$ cat config.mk
export PLATFORM = sky130hd
export DESIGN_NAME = demixer_iq
export DESIGN_NICKNAME = d
export VERILOG_FILES = /design/src/rtl/demixer_iq.sv
export SDC_FILE = /design/constraint.sdc
export NUM_CORES = 1
export LEC_CHECK = 0
export BUFFER_PORTS_ARGS = -buffer_cell sky130_fd_sc_hd__clkbuf_2
export CAP_MARGIN = 20
export CORE_MARGIN = 2
export CORE_UTILIZATION = 52
export CTS_CLUSTER_SIZE = 16
export DETAILED_ROUTE_END_ITERATION = 10
export PLACE_DENSITY = 0.72
export SLEW_MARGIN = 30
export SYNTH_ARGS = -nofsm -noshare
export SYNTH_HDL_FRONTEND = slang
export SYNTH_SLANG_ARGS = --single-unit
export TNS_END_PERCENT = 100
$ cat constraint.sdc
create_clock -name clock -period 4.35 [get_ports clock]
set_input_delay 0.87 -clock clock [delete_from_list [all_inputs] [get_ports clock]]
set_output_delay 0.87 -clock clock [all_outputs]
set_load 0.005 [all_outputs]
$ cat src/rtl/demixer_iq.sv
// fs/4 quadrature downconverter with integrate-and-dump decimation.
// Ternary LO: phase 0..3 -> I(+,0,-,0), Q(0,-,0,+).
module demixer_iq #(
  parameter int DEC_LOG2 = 3
) (
  input  logic        clock,
  input  logic        reset,
  input  logic        in_valid,
  input  logic [14:0] demix_in,
  input  logic        lo_sync,
  output logic [1:0]  lo_i,
  output logic [1:0]  lo_q,
  output logic [14:0] out_i,
  output logic [14:0] out_q,
  output logic        out_valid
);

  localparam int AW = 16 + DEC_LOG2;
  localparam int SH = DEC_LOG2 - 1;

  logic [DEC_LOG2-1:0] cnt;
  logic [DEC_LOG2-1:0] cnt_next;
  logic signed [AW-1:0] acc_i;
  logic signed [AW-1:0] acc_q;

  logic signed [15:0] x16;
  logic signed [15:0] prod_i;
  logic signed [15:0] prod_q;
  logic signed [AW-1:0] sum_i;
  logic signed [AW-1:0] sum_q;
  logic signed [AW-1:0] shr_i;
  logic signed [AW-1:0] shr_q;
  logic last;

  function automatic logic signed [15:0] apply_lo(
    input logic [1:0] code,
    input logic signed [15:0] x
  );
    logic signed [15:0] r;
    r = '0;
    if (code[1])
      r = -x;
    else if (code[0])
      r = x;
    return r;
  endfunction

  function automatic logic [3:0] lo_code(input logic [1:0] ph);
    logic [3:0] c;
    c = 4'b0100;
    case (ph)
      2'd0: c = 4'b0100;
      2'd1: c = 4'b0010;
      2'd2: c = 4'b1000;
      2'd3: c = 4'b0001;
      default: c = 4'b0100;
    endcase
    return c;
  endfunction

  // Widening to 16 bits first lets -(-16384) land on +16384.
  assign x16    = {demix_in[14], demix_in};
  assign prod_i = apply_lo(lo_i, x16);
  assign prod_q = apply_lo(lo_q, x16);
  assign sum_i  = acc_i + AW'(prod_i);
  assign sum_q  = acc_q + AW'(prod_q);
  assign shr_i  = sum_i >>> SH;
  assign shr_q  = sum_q >>> SH;
  assign last   = (cnt == {DEC_LOG2{1'b1}});

  always_comb begin
    cnt_next = cnt;
    if (lo_sync)
      cnt_next = in_valid ? DEC_LOG2'(1) : '0;
    else if (in_valid)
      cnt_next = cnt + DEC_LOG2'(1);
  end

  always_ff @(posedge clock) begin
    if (reset) begin
      cnt       <= '0;
      acc_i     <= '0;
      acc_q     <= '0;
      lo_i      <= 2'b01;
      lo_q      <= 2'b00;
      out_i     <= '0;
      out_q     <= '0;
      out_valid <= 1'b0;
    end else begin
      out_valid <= 1'b0;
      cnt       <= cnt_next;
      {lo_i, lo_q} <= lo_code(cnt_next[1:0]);
      if (lo_sync) begin
        acc_i <= in_valid ? AW'(x16) : '0;
        acc_q <= '0;
      end else if (in_valid) begin
        if (last) begin
          acc_i     <= '0;
          acc_q     <= '0;
          out_i     <= shr_i[14:0];
          out_q     <= shr_q[14:0];
          out_valid <= 1'b1;
        end else begin
          acc_i <= sum_i;
          acc_q <= sum_q;
        end
      end
    end
  end

endmodule

## Word level (Yosys, flattened, before mapping)

Index checks and enable logic that the tools add are counted.

- Bits in registers: 76
- Bits of input ports: 19
- Output and inout port bits: 35
- Word-level logic and storage cells: 38

- Add/sub/neg operators: 4
- Eq/ne operators: 4
- Multiplexer cells: 14
- Bitwise logic cells: 2
- Reductions and logical operators: 5

Operators with widths:

| kind | number |
|---|---|
| $mux W19 | 5 |
| $mux W16 | 4 |
| $add A19 B16 Y19 | 2 |
| $neg A15 Y16 | 1 |
| $pmux W4 S4 | 1 |
| $mux W3 | 2 |
| $eq A2 B2 Y1 const B | 2 |
| $add A3 B1 Y3 const B | 1 |
| $eq A3 B3 Y1 const B | 1 |
| $reduce_and A3 Y1 | 1 |
| $reduce_or A3 Y1 | 1 |
| $eq A2 B1 Y1 const B | 1 |
| $logic_not A2 Y1 | 1 |
| $mux W1 | 2 |
| $not A1 Y1 | 2 |
| $reduce_bool A2 Y1 | 1 |
| $reduce_or A2 Y1 | 1 |

## Longest topological paths before layout

- Depth in word-level cells: 6
- Gate-level depth with buffers: 16
- Gate-level depth less buffers: 16

## Least setup slack after synthesis

Ideal clock, no wire load.

- Path kind: input-to-reg
- From: input port demix_in[3]
- To: register out_q[14]
- Setup time: 0.126 ns
- Data arrival time: 3.894 ns
- Data required time: 4.224 ns
- Slack: 0.330 ns
- Cell stages on the path: 15
- Buffers on the path: 1
- Cell sequence: buf_6 or3_4 or2_1 or3_4 nor3_2 nor2_1 a22o_1 ha_1 and3_1 and2_1 inv_1 o21ai_0 o221a_1 and2_1 o211ai_1

- Cells in the longest elaborated chain, start to end: 3
- Elaborated cells between the ends (all ways): 4
- Classes of those cells: add/sub: 2; mux: 2

Ends and longest elaborated chain:

| element | line | source |
|---|---|---|
| from (decl) | 9 | `input logic [14:0] demix_in,` |
| $neg A15 Y16 or $mux W16 (tied branches) | 42, 43 |  |
| $mux W16 (*) | 41 | `if (code[1])` |
| $add A19 B16 Y19 (*) | 66 | `assign sum_q = acc_q + AW'(prod_q);` |
| to (signal assigned) | 101 | `out_q <= shr_q[14:0];` |
| to (decl) | 14 | `output logic [14:0] out_q,` |

Every way passes the cells marked *; elsewhere a longest branch is shown, timed or not.
A chain may end at the register's enable or synchronous reset.

## Worst setup path in the final report

- From: input port demix_in[1]
- To: register acc_i[16]

- Cells in the longest elaborated chain, start to end: 6
- Elaborated cells between the ends (all ways): 7
- Classes of those cells: add/sub: 2; mux: 5

Ends and longest elaborated chain:

| element | line | source |
|---|---|---|
| $neg A15 Y16 or $mux W16 (tied branches) | 42, 43 |  |
| $mux W16 (*) | 41 |  |
| $add A19 B16 Y19 (*) | 65 | `assign sum_i = acc_i + AW'(prod_i);` |
| $mux W19 (*) | 97 | `if (last) begin` |
| $mux W19 (*) | 96 | `end else if (in_valid) begin` |
| $mux W19 (*) | 93 | `if (lo_sync) begin` |
| to (signal assigned) | 94 | `acc_i <= in_valid ? AW'(x16) : '0;` |
| to (signal assigned) | 104 | `acc_i <= sum_i;` |
| to (decl) | 23 | `logic signed [AW-1:0] acc_i;` |

Every way passes the cells marked *; elsewhere a longest branch is shown, timed or not. The select of a mux whose other input is x is not followed.

==> impl_metrics.yaml <==
logic_synthesis:
  yosysMostFrequentCell: "nand2_1"
  synth_common_cells: "nand2_1, dfxtp_1, a21oi_1"
  yosysTopAreaCellShare_pct: 28.6
  ys_seq_area_share_pct: 28.6
  synth_area_sq_mm: 0.00505
  synth-edff-count: 0
  synthArstFlopShare_pct: 0
  synth_top_cell_by_area: "dfxtp_1"
  ys.flop_type: "dfxtp_1"
  syn_nets: 695
  synthDistinctLibCells: 67
  synth_cells: 639
  synth.avg_cell_area_sq_um: 7.90
  ys_top_cells_by_area: "dfxtp_1, ha_1, a21oi_1"
  ys_ff_latch: 72
  synth_warnings: 0
worst_setup_path:
  critPathMaxFanout: 6
  reg2regPathDepth: 13
  r2r_slack_ns: 0.97
  worstPathArrival_ns: 4.23
  cp-startpoint: "demix_in[1]"
  r2r-start: "lo_i[1]"
  r2r-end: "acc_i[14]"
  start_kind: "primary input"
  cp.required_ns: 4.58
  worstSetupPathType: "primary input to register"
  crit_path_end_kind: "register"
route:
  drc: 0
  dr.pass1.iters: 5
  wl_met3_microns: 716
  viasPerCell: 6.04
  drtIter0Drc: 279
  routedWlPerCell_microns: 16.6
  vias: 4973
  ant_nets: 0
  wl_microns: 13600
  wirelength_met1_microns: 6170
  top_layer: "met4"
  met2_length_microns: 6460
die:
  ios: 54
  die-area_sq_mm: 0.0105
  die_w_microns: 103
  start_util_pct: 54.1
  die_h_microns: 103
  coreArea_sq_mm: 0.00933
  num_rows: 35
placed_design:
  place_congestion: 0.912
  port-buffer-count: 53
  dp_slack_ns: 0.0494
  dp_hpwl_microns: 9970
cts:
  cts-resized-gates: 0
  cts_made_buffers: 9
  path_clk_slew_ns: 0.09
  post-cts-setup-buffers: 0
  cts_buffer_depth: 2
  htreeDepth: 3
  tritoncts: "built"
  clkSinkCount: 72
  holdBufCountCts: 0
  cts-root-buf: "clkbuf_8"
  clk_latency_ns: 0.36
finish:
  final_nets: 745
  fillers: 852
  syn2layout_area_growth_pct: 13.8
  antenna_cells: 0
  layout-drive-gt1-share_pct: 16.3
global_routing:
  grt_pass1_vias: 4699
  antenna_found_initial: 0
  grt.total_usage_pct: 27.3
  overflow: 0
  grt_max_degree: 48
  grt_pass1_wl_microns: 22600
power_and_ir_drop:
  power_leakage_nw: 2.54
  power_frac_clock_pct: 39.0
  power_frac_comb_pct: 20.8
  p_sw_w: 0.000516
  irDropWorstVdd_mv: 0.196
  p_sw_share_pct: 30.1
  power.density_mw_per_mm2: 298
  p_int_w: 0.00120
  p_seq_share_pct: 40.2
worst_hold_path:
  hp-start: "out_i[5]"
  min_to: "out_i[5]"
  hold_path.class: "register to register"
  holdPathStages: 2
timing:
  fin_crit_sh_pct: 92.1
  drv_slew: 0
  rsz0062_at_grt: "false"
  finalSetupViolations: 0
  max_slew_margin_pct: 39.6
  tightest_slew_ns: 0.903
  fin_setup_tns_ns: 0
  post-route-min-period_ns: 4.01
  setup_ws_ns: 0.343
  clock_skew_ns: 0.00902
  fmax_mhz: 250
  hold_viol_final: 0
status:
  status: "finished, final reports clean"
run:
  drv_cap: 0
power by group through the flow:
| stage | Sequential, W | Clock, W | Combinational, W |
|---|---|---|---|
| 4_1_cts | 0.000688 | 0.000676 | 0.000350 |
| 2_1_floorplan | 0.000701 | 0 | 0.000259 |
| 6_report | 0.000688 | 0.000668 | 0.000356 |
| 3_5_place_dp | 0.000703 | 0 | 0.000347 |
| 5_1_grt | 0.000691 | 0.000707 | 0.000393 |
| 3_3_place_gp | 0.000703 | 0 | 0.000336 |
final cells by class:
type | instances | area (sq um) | share of cell area (%)
multi-input combinational | 515 | 3410 | 59.3
timing repair buffer | 74 | 430 | 7.49
tap | 129 | 161 | 2.81
clock buffer | 9 | 124 | 2.16
clock inverter | 7 | 120 | 2.09
inverter | 17 | 63.8 | 1.11
sequential | 72 | 1440 | 25.1
stage by stage:
| stage | hold slack [ns] | total power (W) | instance area [sq um] | util (%) | instances |
|---|---|---|---|---|---|
| 6_report | 0.457 | 0.00171 | 5750 | 61.6 | 823 |
| 5_1_grt | 0.477 | 0.00179 | 5750 | 61.6 | 823 |
| 3_5_place_dp | 0.446 | 0.00105 | 5490 | 58.8 | 806 |
| 4_1_cts | 0.458 | 0.00171 | 5730 | 61.4 | 822 |
| 3_3_place_gp | 0.443 | 0.00104 | 5490 | 58.8 | 806 |
| 2_1_floorplan | 0.453 | 0.000960 | 5050 | - | 639 |
cell usage in the layout (no fill, tap or decap), drive strengths merged, types with 17 or more instances in the layout:
cell type | Yosys | final
clkbuf | 23 | 62
buf | 12 | 21
a21o | 20 | 20
ha | 35 | 35
dfxtp | 72 | 72
nand2 | 75 | 75
nor2 | 62 | 62
a21oi | 68 | 68
inv | 17 | 17
o21ai | 25 | 25
sequential cells by signal, indices dropped and copies added (netlist names):
register / flops
lo_i: 2
out_valid: 1
cnt: 3
out_q: 15
acc_i: 17
acc_q: 17
lo_q: 2
out_i: 15
critical path: stages:
cell       delay (ns)
clkbuf_2         0.13
or3_4            0.40
or3_4            0.41
nor3_1           0.20
a21oi_1          0.10
o22ai_1          0.19
ha_1             0.31
a21o_1           0.22
a21o_1           0.20
a2111oi_2        0.43
o311ai_0         0.21
a31oi_1          0.28
xnor2_1          0.17
o22ai_1          0.11
layer usage:
layer	GRT usage [%]	vias to the layer above
met5	0	-
met4	11.0	0
met3	3.46	29
met2	45.8	154
met1	35.8	2341
li1	-	2449
cells by family after synthesis:
family,after synthesis,share of synthesized area (%)
AOI/OAI and AO/OA,202,26.9
xor gates and xnor gates,23,3.99
adders and majority gates,37,9.47
buffers and inverters,52,4.14
DFF,72,28.6
muxes,16,3.20
and+or+nand+nor,237,23.8
worst max-delay path by stage:
stage           endpoint  slack, ns  cells after the start
3_3_place_gp   out_q[14]       0.12                     17
6_report       acc_i[16]       0.34                     14
4_1_cts        acc_i[16]       0.42                     14
5_1_grt        acc_q[16]       0.11                     16
3_5_place_dp   acc_i[16]       0.05                     14
2_1_floorplan  out_q[14]       0.33                     15
(Power assumes the default switching activity.)
